**src/rtl/uart_rx_frame.sv**
```systemverilog
// 8N1 UART receiver: two-flop input synchroniser, centre sampling, stop-bit check,
// and a one-entry valid/ready output register with frame-error and overrun pulses.
module uart_rx_frame #(
   parameter int unsigned CLK_FREQ     = 10000000,
   parameter int unsigned BAUD_RATE    = 115200,
   parameter int unsigned SYMBOL_COUNT = CLK_FREQ / BAUD_RATE,
   parameter int unsigned HALF_COUNT   = SYMBOL_COUNT / 2
) (
   input  logic       clk,
   input  logic       rst,
   input  logic       rx,
   output logic [7:0] rx_data,
   output logic       rx_valid,
   input  logic       rx_ready,
   output logic       frame_err,
   output logic       overrun,
   output logic       busy
);

   localparam logic [31:0] SYM_LAST  = 32'(SYMBOL_COUNT - 1);
   localparam logic [31:0] HALF_LAST = 32'(HALF_COUNT - 1);

   typedef enum logic [2:0] {
      IDLE,
      START,
      DATA,
      STOP,
      WAIT_HIGH
   } state_t;

   state_t      state_q;
   logic        rx_meta_q;
   logic        rx_s_q;
   logic [31:0] cnt_q;
   logic [31:0] cnt_d;
   logic [2:0]  bit_idx_q;
   logic [2:0]  bit_idx_d;
   logic [7:0]  shift_q;
   logic [7:0]  shift_d;
   logic [7:0]  rx_data_q;
   logic        rx_valid_q;
   logic        frame_err_q;
   logic        overrun_q;
   logic        can_deliver;

   assign cnt_d       = cnt_q + 32'd1;
   assign bit_idx_d   = bit_idx_q + 3'd1;
   assign shift_d     = {rx_s_q, shift_q[7:1]};
   // The held byte may be replaced on the very edge it is being accepted.
   assign can_deliver = !rx_valid_q || rx_ready;

   always_ff @(posedge clk) begin
      if (rst) begin
         state_q     <= IDLE;
         rx_meta_q   <= 1'b1;
         rx_s_q      <= 1'b1;
         cnt_q       <= '0;
         bit_idx_q   <= '0;
         shift_q     <= '0;
         rx_data_q   <= '0;
         rx_valid_q  <= 1'b0;
         frame_err_q <= 1'b0;
         overrun_q   <= 1'b0;
      end else begin
         rx_meta_q   <= rx;
         rx_s_q      <= rx_meta_q;
         frame_err_q <= 1'b0;
         overrun_q   <= 1'b0;
         if (rx_valid_q && rx_ready) begin
            rx_valid_q <= 1'b0;
         end

         case (state_q)
            IDLE: begin
               if (!rx_s_q) begin
                  state_q <= START;
                  cnt_q   <= '0;
               end
            end
            START: begin
               if (cnt_q == HALF_LAST) begin
                  cnt_q <= '0;
                  if (rx_s_q) begin
                     state_q <= IDLE;
                  end else begin
                     state_q   <= DATA;
                     bit_idx_q <= '0;
                  end
               end else begin
                  cnt_q <= cnt_d;
               end
            end
            DATA: begin
               if (cnt_q == SYM_LAST) begin
                  cnt_q     <= '0;
                  shift_q   <= shift_d;
                  bit_idx_q <= bit_idx_d;
                  if (bit_idx_q == 3'd7) begin
                     state_q <= STOP;
                  end
               end else begin
                  cnt_q <= cnt_d;
               end
            end
            STOP: begin
               if (cnt_q == SYM_LAST) begin
                  cnt_q <= '0;
                  if (rx_s_q) begin
                     state_q <= IDLE;
                     if (can_deliver) begin
                        rx_data_q  <= shift_q;
                        rx_valid_q <= 1'b1;
                     end else begin
                        overrun_q <= 1'b1;
                     end
                  end else begin
                     // Line still low: wait for idle so a break is not seen as a start bit.
                     state_q     <= WAIT_HIGH;
                     frame_err_q <= 1'b1;
                  end
               end else begin
                  cnt_q <= cnt_d;
               end
            end
            WAIT_HIGH: begin
               if (rx_s_q) begin
                  state_q <= IDLE;
               end
            end
            default: state_q <= IDLE;
         endcase
      end
   end

   assign rx_data   = rx_data_q;
   assign rx_valid  = rx_valid_q;
   assign frame_err = frame_err_q;
   assign overrun   = overrun_q;
   assign busy      = (state_q != IDLE);

endmodule

```
**config.mk**
```make
export PLATFORM = sky130hd
export DESIGN_NAME = uart_rx_frame
export DESIGN_NICKNAME = d
export VERILOG_FILES = /design/src/rtl/uart_rx_frame.sv
export SDC_FILE = /design/constraint.sdc
export NUM_CORES = 1
export LEC_CHECK = 0
export CORE_ASPECT_RATIO = 1.4
export CORE_MARGIN = 3
export CORE_UTILIZATION = 45
export CTS_CLUSTER_DIAMETER = 60
export DETAILED_ROUTE_END_ITERATION = 7
export PLACE_DENSITY_LB_ADDON = 0.25
export SYNTH_ARGS = -nofsm -noshare
export SYNTH_HDL_FRONTEND = slang
export SYNTH_SLANG_ARGS = --single-unit
```
**constraint.sdc**
```tcl
create_clock -name clk -period 2.7 [get_ports clk]
set_clock_uncertainty 0.1 [all_clocks]
set_input_delay 0.27 -clock clk [delete_from_list [all_inputs] [get_ports clk]]
set_output_delay 0.27 -clock clk [all_outputs]
set_load 0.005 [all_outputs]
```
==> flow_metrics.py <==
metrics = {
    "floorplan": {
        "top_level_ports": 16,
        "core_um2": 6340,
        "chipHeight_um": 103,
        "num_rows": 34,
        "start_util_pct": 47.5,
        "fp.dieArea_um2": 7720,
        "fp.dieW_um": 75.1,
    },
    "global_routing": {
        "gr-total-overflow": 0,
        "grt_use_total_pct": 18.5,
        "grt_pass1_vias": 2328,
        "grt_max_degree": 24,
        "grt_pass1_wl_um": 11000,
        "antenna_found_initial": 0,
    },
    "timing": {
        "grt_setup_unrepaired": "false",
        "slew_headroom_pct": 30.1,
        "hold_violations": 0,
        "worst_pin_slew_ns": 1.03,
        "fin_crit_sh_pct": 88.1,
        "max_freq_mhz": 420,
        "setup_ws_ns": 0.321,
        "slew_viol_final": 0,
        "finalSetupViolations": 0,
        "period_minus_slack_ns": 2.38,
        "setup-tns-final_ns": 0,
    },
    "detailed_routing": {
        "first_pass_iters": 4,
        "drtAntennaViolNets": 0,
        "drc": 0,
        "drt_iter0_drc": 187,
        "vias_per_cell": 5.83,
        "vias": 2531,
        "wire_per_inst_um": 15.0,
        "wirelength_um": 6490,
    },
    "placed_design": {
        "port_buffers": 15,
        "pre_cts_slack_ns": 0.319,
        "postPlaceCellArea_um2": 3240,
        "place.gp.congestion": 0.874,
        "hpwl_um": 4680,
    },
    "hold_path": {
        "min_path_type": "reg2reg",
        "worstHoldStart": "rx_meta_q",
    },
    "clock_tree": {
        "cts_sinks": 59,
        "clockRootBuffer": "clkbuf_8",
        "ctsHoldBuffers": 0,
        "numCtsBuffers": 9,
        "postCtsSetupBuffers": 0,
        "clock_latency_ns": 0.34,
        "clkTransAtPathRegs_ns": 0.07,
        "tritoncts": "built",
        "h-tree-depth": 3,
        "ctsResizeCount": 0,
        "clock_path_buffers": 2,
    },
    "setup_path": {
        "crit_path_end_kind": "register",
        "setup.worst_path.start_class": "register",
        "timing.rr.start": "cnt_q[1]",
        "crit_required_ns": 2.81,
        "timing.critical_path.from": "cnt_q[1]",
        "crit_fanout": 11,
        "cp.arrival_ns": 2.49,
        "worstSetupPathType": "reg2reg",
    },
    "pwr": {
        "total_power_w": 0.00171,
        "leakage_nw": 1.15,
        "ir_worst_vdd_mv": 0.299,
        "p_per_area_nw_per_um2": 500,
    },
    "logic_synthesis": {
        "synthCells": 338,
        "ys_ff_latch": 59,
        "yosys_warnings": 0,
        "synthDistinctLibCells": 58,
        "yosysSeqAreaShare_pct": 39.2,
        "avgSynthCellArea_um2": 8.91,
        "postSynth.topFlopCell": "dfxtp_1",
        "syn_area_um2": 3010,
        "synth_nets": 348,
        "synth-async-reset-ratio_pct": 0,
        "synth-edff-count": 0,
    },
    "cells_and_area": {
        "multi_input_area_um2": 1690,
        "final_area_um2": 3420,
        "layout-drive-gt1-share_pct": 13.5,
        "final_core_util_pct": 53.9,
        "antenna_cells_inserted": 0,
        "fillers": 607,
        "regArea_um2": 1180,
        "nets": 367,
        "area_growth_pct": 13.4,
    },
    "flow_run": {
        "drv_cap": 0,
    },
    "run_status": {
        "status": "finished, final reports clean",
    },
}
kinds of logic (layout without fill, tap and decap cells):
group,count (synthesis),after routing,share of synthesized area [%]
multiplexers,17,17,5.69
XOR/XNOR,21,21,6.11
flip-flops,59,59,39.2
buffers and inverters,28,52,4.94
adder cells (fa/ha/maj),6,6,2.49
AO/OA/AOI/OAI,39,39,10.3
AND/OR/NAND/NOR,168,168,31.2
metal layers:
metal  share of wire [%]  track usage [%]
met1                  44             22.3
met2                  50             30.1
met3                 3.9             4.49
met4                 2.6             9.69
met5                   0                0
layout make-up:
type                            count  share of cell area, %
Inverter                            8                  0.879
Timing Repair Buffer               28                   7.25
Sequential cell                    59                   34.6
Multi-Input combinational cell    251                   49.4
Clock buffer                       10                   4.03
Tap cell                           72                   2.64
Clock inverter                      6                   1.21
worst max-delay path, stage by stage (launching register included):
cell and delay, ns:
dfxtp_1 0.45, ha_1 0.18, nor4bb_1 0.27, nand3b_1 0.19, a22o_1 0.39, o21ai_0 0.49
o211ai_1 0.17
sequential cells by signal (all words and copies together) (netlist names):
| signal | count |
|---|---|
| frame_err | 1 |
| cnt_q | 32 |
| shift_q | 8 |
| rx_valid | 1 |
| rx_data | 8 |
| bit_idx_q | 3 |
| overrun | 1 |
| rx_s_q | 1 |
| state_q | 3 |
| rx_meta_q | 1 |
synthesized netlist by cell type (all sizes together), types with 2 or more instances:
master / count / share of area [%]
or4: 2 / 0.62
inv: 8 / 1.0
or2: 4 / 0.83
nor4b: 2 / 0.58
xnor2: 5 / 1.5
nand2b: 3 / 0.62
nor2: 49 / 6.1
a22o: 3 / 0.87
buf: 11 / 2.5
nand3b: 2 / 0.50
nor4bb: 2 / 0.66
and4: 4 / 1.2
nand3: 23 / 4.0
dlygate4sd1: 2 / 0.58
o31a: 4 / 1.2
nor3: 7 / 1.2
a31oi: 2 / 0.42
ha: 6 / 2.5
and2: 2 / 0.42
nor4: 17 / 5.2
o211ai: 6 / 1.7
dfxtp: 59 / 39
o221ai: 3 / 0.87
and3: 7 / 1.5
or3: 3 / 0.62
o21ai: 4 / 0.66
o2111ai: 2 / 0.58
nand2: 22 / 2.7
nand4: 15 / 3.3
a22oi: 2 / 0.50
mux2i: 16 / 5.3
clkbuf: 7 / 0.91
xor2: 16 / 4.7
a21oi: 4 / 0.66
stage by stage:
step / hold slack, ns / cells
after floorplan: 0.274 / 338
after global placement: 0.296 / 418
after detailed placement: 0.305 / 418
after CTS: 0.323 / 434
after global routing: 0.344 / 434
final: 0.318 / 434
layout by cell type (no fill, tap or decap), types with 8 or more instances in the layout:
cell / count
inv_1: 8
nor4_1: 11
dfxtp_1: 59
xor2_1: 16
nor2_1: 49
mux2i_1: 16
buf_4: 13
nand3_1: 22
nand2_1: 22
nand4_1: 14
clkdlybuf4s50_1: 15
clkbuf_8: 10
final timing paths:
| check | endpoint | slack (ns) | depth (start not counted) |
|---|---|---|---|
| hold reg to reg | rx_s_q | 0.32 | 1 |
| hold / removal | rx_s_q | 0.32 | 1 |
| setup / recovery | cnt_q[30] | 0.32 | 6 |
| setup reg to reg | cnt_q[30] | 0.32 | 6 |
report_power, final:
| group | internal (W) | switching, W | total [W] | leakage, nW |
|---|---|---|---|---|
| Clock | 0.000355 | 0.000365 | 0.000720 | 0.0843 |
| Sequential | 0.000877 | 0.00000793 | 0.000885 | 0.476 |
| Combinational | 0.0000361 | 0.0000662 | 0.000102 | 0.593 |
| Total | 0.00127 | 0.000439 | 0.00171 | 1.15 |
(Power assumes the default switching activity.)
